## config.mk

```make
export PLATFORM = sky130hd
export DESIGN_NAME = mig_seq_eval
export DESIGN_NICKNAME = d
export VERILOG_FILES = /design/src/rtl/mig_pkg.sv /design/src/rtl/mig_maj3.sv /design/src/rtl/mig_seq_eval.sv
export SDC_FILE = /design/constraint.sdc
export NUM_CORES = 2
export LEC_CHECK = 0
export BUFFER_PORTS_ARGS = -buffer_cell sky130_fd_sc_hd__buf_4
export CAP_MARGIN = 30
export CELL_PAD_IN_SITES_DETAIL_PLACEMENT = 0
export CELL_PAD_IN_SITES_GLOBAL_PLACEMENT = 1
export CORE_MARGIN = 1.5
export CORE_UTILIZATION = 50
export CTS_CLUSTER_DIAMETER = 60
export DETAILED_ROUTE_END_ITERATION = 8
export GPL_ROUTABILITY_DRIVEN = 0
export GPL_TIMING_DRIVEN = 1
export HOLD_SLACK_MARGIN = 0.12
export PLACE_DENSITY_LB_ADDON = 0.05
export SLEW_MARGIN = 10
export SYNTH_ARGS = -nofsm -noshare
export SYNTH_HDL_FRONTEND = slang
export SYNTH_HIERARCHICAL = 1
export SYNTH_SLANG_ARGS = --single-unit
```

## constraint.sdc

```tcl
create_clock -name clk -period 16.05 [get_ports clk]
set_input_delay 0.8025 -clock clk [delete_from_list [all_inputs] [get_ports clk]]
set_output_delay 0.8025 -clock clk [all_outputs]
set_load 0.01 [all_outputs]
```

## src/rtl/mig_pkg.sv

```systemverilog
// Shared types and default sizing for the majority-inverter-graph sequential evaluator.
package mig_pkg;

    localparam int N_PI_DEF   = 4;
    localparam int DEPTH_DEF  = 64;
    localparam int IW_DEF     = $clog2(1 + N_PI_DEF + DEPTH_DEF);
    localparam int IDX_CONST0 = 0;

    typedef enum logic [1:0] {
        S_IDLE,
        S_EVAL,
        S_OUT,
        S_DONE
    } state_t;

    // Operand layout at default sizing: inversion flag above the source index.
    typedef struct packed {
        logic              inv;
        logic [IW_DEF-1:0] idx;
    } operand_t;

endpackage

```

## src/rtl/mig_maj3.sv

```systemverilog
// Three-input majority gate with an optional inversion on each input.
module mig_maj3 (
    input  logic       i_a,
    input  logic       i_b,
    input  logic       i_c,
    input  logic [2:0] i_inv,
    output logic       o_y
);

    logic w_a;
    logic w_b;
    logic w_c;

    always_comb begin
        w_a = i_a ^ i_inv[2];
        w_b = i_b ^ i_inv[1];
        w_c = i_c ^ i_inv[0];
        o_y = (w_a & w_b) | (w_a & w_c) | (w_b & w_c);
    end

endmodule

```

## src/rtl/mig_seq_eval.sv

```systemverilog
// Sequential MIG evaluator: one programmed majority gate per EVAL cycle, then a
// single output operand is decoded and handed over with a valid/ready handshake.
module mig_seq_eval
    import mig_pkg::*;
#(
    parameter  int N_PI  = N_PI_DEF,
    parameter  int DEPTH = DEPTH_DEF,
    localparam int IW    = $clog2(1 + N_PI + DEPTH),
    localparam int OW    = IW + 1,
    localparam int WW    = 3 * OW,
    localparam int AW    = $clog2(DEPTH),
    localparam int LW    = $clog2(DEPTH + 1)
) (
    input  logic            clk,
    input  logic            rst_n,
    input  logic            prog_we,
    input  logic [AW-1:0]   prog_addr,
    input  logic [WW-1:0]   prog_wdata,
    input  logic            cfg_we,
    input  logic [LW-1:0]   cfg_len,
    input  logic [OW-1:0]   cfg_po,
    input  logic            start,
    input  logic [N_PI-1:0] pi,
    output logic            busy,
    output logic            res_valid,
    input  logic            res_ready,
    output logic            res,
    output logic            err
);

    state_t              r_state;
    logic                r_busy;
    logic                r_valid;
    logic                r_res;
    logic                r_err;
    logic [LW-1:0]       r_len;
    logic [LW-1:0]       r_run_len;
    logic [LW-1:0]       r_cnt;
    logic [OW-1:0]       r_po;
    logic [OW-1:0]       r_run_po;
    logic [N_PI-1:0]     r_pi;
    logic [WW-1:0]       r_mem [DEPTH];
    logic [DEPTH-1:0]    r_node;

    logic [(1<<IW)-1:0]  w_src;
    logic [WW-1:0]       w_instr;
    logic [OW-1:0]       w_opa;
    logic [OW-1:0]       w_opb;
    logic [OW-1:0]       w_opc;
    logic                w_bad_a;
    logic                w_bad_b;
    logic                w_bad_c;
    logic                w_gate_bad;
    logic                w_va;
    logic                w_vb;
    logic                w_vc;
    logic                w_maj;
    logic                w_po_bad;
    logic                w_po_val;

    // A reference is bad when it names a node not yet written (j >= lim) or lies past the node range.
    function automatic logic f_bad(input logic [IW-1:0] idx, input logic [LW-1:0] lim);
        int unsigned u_idx;
        u_idx = 32'(idx);
        return (u_idx > N_PI + DEPTH) ||
               ((u_idx > N_PI) && (u_idx - N_PI - 1 >= 32'(lim)));
    endfunction

    always_comb begin
        w_src                        = '0;
        w_src[N_PI:1]                = r_pi;
        w_src[N_PI+DEPTH:N_PI+1]     = r_node;
        w_src[IDX_CONST0]            = 1'b0;

        w_instr    = r_mem[r_cnt[AW-1:0]];
        w_opa      = w_instr[WW-1 -: OW];
        w_opb      = w_instr[2*OW-1 -: OW];
        w_opc      = w_instr[OW-1:0];
        w_bad_a    = f_bad(w_opa[IW-1:0], r_cnt);
        w_bad_b    = f_bad(w_opb[IW-1:0], r_cnt);
        w_bad_c    = f_bad(w_opc[IW-1:0], r_cnt);
        w_va       = w_src[w_opa[IW-1:0]] & ~w_bad_a;
        w_vb       = w_src[w_opb[IW-1:0]] & ~w_bad_b;
        w_vc       = w_src[w_opc[IW-1:0]] & ~w_bad_c;
        w_gate_bad = w_bad_a | w_bad_b | w_bad_c;

        w_po_bad   = f_bad(r_run_po[IW-1:0], r_run_len);
        w_po_val   = (w_src[r_run_po[IW-1:0]] & ~w_po_bad) ^ r_run_po[IW];
    end

    mig_maj3 u_maj3 (
        .i_a   (w_va),
        .i_b   (w_vb),
        .i_c   (w_vc),
        .i_inv ({w_opa[IW], w_opb[IW], w_opc[IW]}),
        .o_y   (w_maj)
    );

    // Program memory and node registers deliberately carry no reset.
    always_ff @(posedge clk) begin
        if (prog_we && (r_state == S_IDLE)) begin
            r_mem[prog_addr] <= prog_wdata;
        end
        if (r_state == S_EVAL) begin
            r_node[r_cnt[AW-1:0]] <= w_maj;
        end
    end

    always_ff @(posedge clk or negedge rst_n) begin
        if (!rst_n) begin
            r_state   <= S_IDLE;
            r_busy    <= 1'b0;
            r_valid   <= 1'b0;
            r_res     <= 1'b0;
            r_err     <= 1'b0;
            r_len     <= '0;
            r_po      <= '0;
            r_run_len <= '0;
            r_run_po  <= '0;
            r_cnt     <= '0;
            r_pi      <= '0;
        end else begin
            if ((prog_we || cfg_we) && (r_state != S_IDLE)) begin
                r_err <= 1'b1;
            end
            case (r_state)
                S_IDLE: begin
                    if (cfg_we) begin
                        r_len <= cfg_len;
                        r_po  <= cfg_po;
                        r_err <= 1'b0;
                    end
                    if (start) begin
                        // Snapshot the config so a same-edge cfg_we only affects the next run.
                        r_run_len <= r_len;
                        r_run_po  <= r_po;
                        r_pi      <= pi;
                        r_cnt     <= '0;
                        r_busy    <= 1'b1;
                        r_state   <= (r_len != '0) ? S_EVAL : S_OUT;
                    end
                end
                S_EVAL: begin
                    if (w_gate_bad) begin
                        r_err <= 1'b1;
                    end
                    if (r_cnt == r_run_len - LW'(1)) begin
                        r_state <= S_OUT;
                    end else begin
                        r_cnt <= r_cnt + LW'(1);
                    end
                end
                S_OUT: begin
                    r_res   <= w_po_val;
                    r_valid <= 1'b1;
                    if (w_po_bad) begin
                        r_err <= 1'b1;
                    end
                    r_state <= S_DONE;
                end
                S_DONE: begin
                    if (res_ready) begin
                        r_valid <= 1'b0;
                        r_busy  <= 1'b0;
                        r_state <= S_IDLE;
                    end
                end
                default: r_state <= S_IDLE;
            endcase
        end
    end

    assign busy      = r_busy;
    assign res_valid = r_valid;
    assign res       = r_res;
    assign err       = r_err;

endmodule

```

# Word-level counts from Yosys, hierarchy flattened
# Memory sizes are Yosys's and may differ from the RTL's.
# Index checks and enable logic that the tools add are counted.
# op_classes
n_addsub	10
n_lt_le_gt_ge	18
eq_ne	8
muxes	30
bitwise	19
reduce_logical	24
# ops
op	n
$ge 32x7->1	4
$bwmux 64	1
$sub 8x2->9 const B	4
$lt 7x8->1 const B	4
$sub 7x3->8 const B	4
$bmux 1 s7	4
$gt 7x3->1 const B	4
$gt 7x7->1 const B	4
$mux 7	2
$pmux 7 s2	1
$mux 1	13
$reduce_and 3->1	3
$mux 2	4
$pmux 2 s4	1
$reduce_bool 2->1	4
$add 7x1->7 const B	1
$and 1x1->1	7
$eq 7x7->1	1
$logic_and 1x1->1	7
$lt 6x7->1 const B	1
$reduce_bool 7->1	1
$sub 7x1->7 const B	1
$demux 1 s6	1
$ge 6x1->1 const B	1
12 further kinds	31
# word_totals
ff_bits	111
ram_bits	1536
inputBits	55
output_inout_bits	4
word_cells	122
n_memories	1
# mem_list
name	words	width	read_ports	rd_ports_with_merged_regs	write_ports	line	text
r_mem	64	24	1	0	1	mig_seq_eval.sv:42	logic [WW-1:0] r_mem [DEPTH];

# Longest topological paths before layout
# An unclocked memory read counts as a cell.
# logic_depth
ltp_word	13
ltp_mapped	31
mapped_depth_nobuf	23

# Modules after synthesis
# Netlist, hierarchy kept.
# modules_own_cells
module	n_inst	cells_each	area_each_um2
mig_seq_eval	1	3963	67423.4
mig_maj3	1	4	37.5

# Worst setup path before layout
# No wires, ideal clock.
# synth_path
path_type	register to register
start	register r_cnt[0]
end	register r_node[0], data pin
setup_ns	0.287
t_arrival_ns	6.140
slack_ns	9.624
stages_incl_launch_ff	29
n_path_buf	9
synth_period_minus_slack_ns	6.426
path_cell_list	dfrtp_1 buf_6 buf_6 buf_6 buf_6 buf_2 buf_2 buf_2 mux2i_1 nor2_1 o22ai_1 o22ai_1 or4_1 clkbuf_1 clkbuf_1 ha_1 a21boi_0 nand2_1 nor4b_1 a21oi_1 xnor2_1 ha_1 a21o_1 a211oi_1 a32oi_1 a221oi_1 nor3b_1 xor2_1 maj3_2
# synth_via
elab_chain_cells	13
# synth_lines
element	line	text
start: declaration	mig_seq_eval.sv:38	logic [LW-1:0] r_cnt;
start signal: assignment	mig_seq_eval.sv:150	r_cnt <= r_cnt + LW'(1);
$mem_v2 64x24	n/a	
$sub 7x3->8	mig_seq_eval.sv:66	((u_idx > N_PI) && (u_idx - N_PI - 1 >= 32'(lim)));
$sub 8x2->9	mig_seq_eval.sv:66	
$ge 32x7->1	mig_seq_eval.sv:66	
$logic_and 1x1->1	mig_seq_eval.sv:66	
$logic_or 1x1->1	mig_seq_eval.sv:65	return (u_idx > N_PI + DEPTH) ||
$not 1->1	mig_seq_eval.sv:82	w_va = w_src[w_opa[IW-1:0]] & ~w_bad_a;
$and 1x1->1 (*)	mig_seq_eval.sv:82	
net w_va	mig_seq_eval.sv:54	logic w_va;
$xor 1x1->1 (*)	mig_maj3.sv:15	w_a = i_a ^ i_inv[2];
$and 1x1->1	mig_maj3.sv:18	o_y = (w_a & w_b) | (w_a & w_c) | (w_b & w_c);
$or 1x1->1 (*) (2 in series)	mig_maj3.sv:18	
net w_maj	mig_seq_eval.sv:57	logic w_maj;
$bwmux 64 (*)	mig_seq_eval.sv:105	r_node[r_cnt[AW-1:0]] <= w_maj;
end signal: indexed assignment	mig_seq_eval.sv:105	
end: declaration	mig_seq_eval.sv:43	logic [DEPTH-1:0] r_node;
# The timed path passes the listed nets; every way through them passes the cells marked *. The select of a mux whose other input is x is not followed.
# A chain may end at the register's enable or synchronous reset.

# Final worst setup path
# layout_path
start	register r_cnt[0]
end	register r_node[9], data pin
# layout_via
elab_chain_cells	13
# layout_lines
element	line	text
$mem_v2 64x24	n/a	
$sub 7x3->8	mig_seq_eval.sv:66	
$sub 8x2->9	mig_seq_eval.sv:66	
$ge 32x7->1	mig_seq_eval.sv:66	
$logic_and 1x1->1	mig_seq_eval.sv:66	
$logic_or 1x1->1	mig_seq_eval.sv:65	
$not 1->1	mig_seq_eval.sv:83	w_vb = w_src[w_opb[IW-1:0]] & ~w_bad_b;
$and 1x1->1 (*)	mig_seq_eval.sv:83	
net w_vb	mig_seq_eval.sv:55	logic w_vb;
$xor 1x1->1 (*)	mig_maj3.sv:16	w_b = i_b ^ i_inv[1];
$and 1x1->1	mig_maj3.sv:18	
$or 1x1->1	mig_maj3.sv:18	
$or 1x1->1 (*)	mig_maj3.sv:18	
net w_maj	mig_seq_eval.sv:57	
$bwmux 64 (*)	mig_seq_eval.sv:105	
# Marked as above.

==> summary.md <==
| Metric | Value |
|---|---|
| Worst path max stage delay | `0.69 ns` |
| Yosys cell types | `79` |
| Post-synth top flop | `edfxtp_1` |
| All-Layer GR Usage | `35.6%` |
| Violated checks | `design-rule violations` |
| Syn Std Cell Area | `67500 µm²` |
| Total gr overflow | `0` |
| Int Pwr | `0.00845 W` |
| Setup CP Type | `reg -> reg` |
| TritonCTS Buffers | `172` |
| Worst-path clk slew | `0.06 ns` |
| Fin. max-slew vios | `0` |
| Hold Crit Class | `in -> reg` |
| Initial antenna violation count | `22` |
| Die H | `370 µm` |
| Final Cycle Share | `55.9%` |
| Root Driver | `clkbuf_16` |
| Net Sw Power | `0.00435 W` |
| Post-synthesis mux area share | `10.4%` |
| Number of flops mapped to enable cells by yosys | `1600` |
| CP arrival | `9.47 ns` |
| Vias in the first global route | `40500` |
| CTS tree | `done` |
| Drt first-iter violations | `6561` |
| Crit-path max FO | `73` |
| Flop pwr share | `39.2%` |
| Simple-Gate Fraction of Synth Area | `4.18%` |
| Vias per cell | `6.97` |
| Via count | `42000` |
| Cells after synthesis | `3967` |
| Flop-to-flop setup slack | `7.08 ns` |
| CP Capture Point | `r_node[9]` |
| Power per cell area | `167 nW/µm²` |
| Initial core utilization | `50.5%` |
| Crit. path cell count | `26` |
| # port buffers | `58` |
| Setup_tns | `0 ns` |
| FFs w/ async S/R, synth | `2.85%` |
| Slowest CP cell | `or4b_2` |
| Wirelength, routed | `245000 µm` |
| Area growth syn-to-layout | `13.5%` |
| Core footprint | `134000 µm²` |
| Register area share after synthesis | `73.0%` |
| DRT antenna net count | `0` |
| Yosys Warn Count | `6` |
| Largest net degree at the start of global routing | `100` |
| Combinational share of power | `30.4%` |
| Post-synth top area share | `71.2%` |
| Main combinational cell family by area after synthesis | `multiplexers` |
| H-Tree Depth | `4` |
| Syn avg cell area | `17.0 µm²` |
| CP required | `16.55 ns` |
| RR Startpoint | `r_cnt[0]` |
| R2R depth | `26` |
| Slew HR | `24.6%` |
| Element type at the critical path start | `flip-flop` |
| Critical path launch point | `r_cnt[0]` |
| Final setup viols | `0` |
| PostCTS Resize Cnt | `0` |
| Final hold vios | `0` |
| Clock power frac | `30.5%` |
| Reg2reg end | `r_node[9]` |
| Critical Path Most Common Cell | `a21oi_1` |
| F_max | `111 MHz` |
| Buf/Inv on CP | `7` |
| TritonCTS Sinks | `1647` |
| Clock Path Buffers | `3` |
| Post-CTS Setup Repair Bufs | `0` |
| Synthesized net count | `4071` |
| # IOs | `59` |
| Clock Latency Late Sink | `0.80 ns` |
| Synth area leaders | `edfxtp_1 (71%), mux4_2 (4.7%), mux2i_1 (3.6%), mux2_2 (2.1%), a22oi_1 (1.8%)` |
| First-pass GRT wire length | `333000 µm` |
| Final Core Density | `57.3%` |
| Fin nets | `4222` |
| DR WL/cell | `40.6 µm` |
| Hold_buf cts | `1` |
| DP HPWL | `148000 µm` |
| Least-Margin Pin Slew | `1.12 ns` |
| Residual DRC | `18` |
| 1st-pass router iterations | `8` |
| Setup Skew | `0.0325 ns` |
| Area leader, netlist | `edfxtp_1` |
| Die area | `137000 µm²` |
| Switching Fraction | `34.0%` |
| Unrepaired setup endpoints after global routing | `no` |
| XOR/XNOR Fraction of Synth Area | `0.532%` |
| Max rail drop VDD | `0.137 mV` |
| Min Tclk post-route | `8.97 ns` |
| Leakage power | `24.7 nW` |
| Maxcap violations | `0` |
| Share of cells above drive strength 1 | `20.5%` |
| Synth Area in Compound Gates | `8.90%` |
| # rows | `134` |
| CP delay by family, top | `buffers and inverters` |
| Die W | `370 µm` |
| Status | `finished, violations left` |
| Crit. End Element | `flip-flop` |
| Number of synthesized register bits | `1647` |
| Synth Area in Adders | `0.955%` |
==> cell usage after synthesis, types with 8 or more instances <==
library cell  count
a211oi_1         19
a21o_1           22
a21oi_1          81
a221o_1          46
a221oi_1        132
a22o_1           45
a22oi_1         165
a31oi_1          29
a32oi_1           9
and2_1            8
and3_1           15
and3b_1           8
buf_1            38
buf_2            80
buf_4            10
clkbuf_1        129
dfrtp_1          47
edfxtp_1       1600
ha_1             49
inv_1            45
mux2_2          128
mux2i_1         245
mux4_2          140
nand2_1         156
nand2b_1         23
nand3_1          46
nand3b_1         16
nand4_1          21
nor2_1          204
nor2b_1          13
nor3_1           32
nor3b_1          12
o211ai_1         13
o21ai_0          83
o221ai_1          9
o22a_1           17
o22ai_1          74
o2bb2ai_1         9
xnor2_1          28
xor2_1           13
==> worst register-to-register path, stage by stage, from the launching register on <==
cell      delay, ns
dfrtp_4        0.68
buf_4          0.65
buf_12         0.51
mux4_2         0.70
mux2i_1        0.65
o22ai_1        0.20
a211oi_1       0.47
or4b_2         0.69
buf_4          0.34
clkinv_1       0.35
ha_1           0.28
inv_1          0.07
a21boi_0       0.25
inv_1          0.14
nand2_1        0.09
a21oi_1        0.10
nor2_1         0.14
a21oi_1        0.08
xnor2_1        0.16
ha_1           0.29
a21oi_1        0.27
maj3_1         0.24
and3_1         0.26
o41a_1         0.22
xor2_1         0.08
maj3_2         0.51
buf_12         0.25
==> how the worst min path moves through the flow <==
stage             endpoint       from  cells after the start
2_1_floorplan  r_run_po[0]    r_po[0]                      1
3_3_place_gp   r_run_po[1]    r_po[1]                      1
3_5_place_dp   r_run_po[3]    r_po[3]                      1
4_1_cts          res_valid  res_ready                      2
5_1_grt          res_valid  res_ready                      2
6_report         res_valid  res_ready                      2
==> layout make-up <==
type / count / area, µm²
Inverter: 51 / 196
Clock buffer: 208 / 4520
Sequential cell: 1647 / 49200
Antenna cell: 2 / 5.00
Timing Repair Buffer: 240 / 2190
Tap cell: 1768 / 2210
Multi-Input combinational cell: 2006 / 17300
Clock inverter: 110 / 947
Fill cell: 10000 / 57000
==> cell usage in the layout, fill, tap and decap left out, drive strengths merged, types with 47 or more instances in the layout <==
master | netlist | routed
edfxtp | 1600 | 1600
mux2i | 245 | 245
buf | 134 | 236
clkbuf | 129 | 211
nor2 | 204 | 204
a22oi | 165 | 165
nand2 | 156 | 156
mux4 | 140 | 140
a221oi | 132 | 132
mux2 | 128 | 128
clkinv | 3 | 85
o21ai | 83 | 83
a21oi | 81 | 81
o22ai | 74 | 74
inv | 48 | 62
ha | 49 | 49
dfrtp | 47 | 47
==> per-layer routing <==
layer  track usage, %  share of wire, %  vias to the layer above
li1                 -                 -                    16500
met1             48.1                37                    21900
met2             53.9                45                     2998
met3             9.48                12                      582
met4             16.7               5.5                       10
met5                0             0.027                        -
==> per-stage QoR <==
stage	setup WS, ns	cell area, µm²	cells	power, W	hold slack (ns)
floorplan	9.62	67500	3967	0.00736	0.475
global placement	7.27	70500	5676	0.00881	0.486
detailed placement	6.95	71000	5703	0.00884	0.489
CTS	6.89	76500	6022	0.0127	0.181
global route	6.62	76600	6030	0.0131	0.207
finish	7.08	76600	6032	0.0128	0.227
==> sequential cells by signal (all words and copies together), names as in the netlist <==
register,count
busy,1
err,1
r_cnt,7
r_len,7
r_mem,1536
r_node,64
r_pi,4
r_po,8
r_run_len,7
r_run_po,8
r_state,2
res,1
res_valid,1
==> kinds of logic (layout without fill, tap and decap cells) <==
family | Yosys count | in the layout
flip-flops | 1647 | 1647
AND/OR/NAND/NOR | 591 | 591
AO/OA/AOI/OAI | 809 | 809
XOR/XNOR | 41 | 41
other | 0 | 2
adder cells (fa/ha/maj) | 52 | 52
buffers and inverters | 314 | 609
multiplexers | 513 | 513
==> power groups by stage <==
stage,Clock (W),Sequential (W),Combinational (W)
detailed placement,0,0.00510,0.00374
global route,0.00409,0.00502,0.00404
global placement,0,0.00510,0.00371
floorplan,0,0.00504,0.00232
finish,0.00390,0.00501,0.00388
CTS,0.00393,0.00501,0.00376
(Power assumes the default switching activity.)
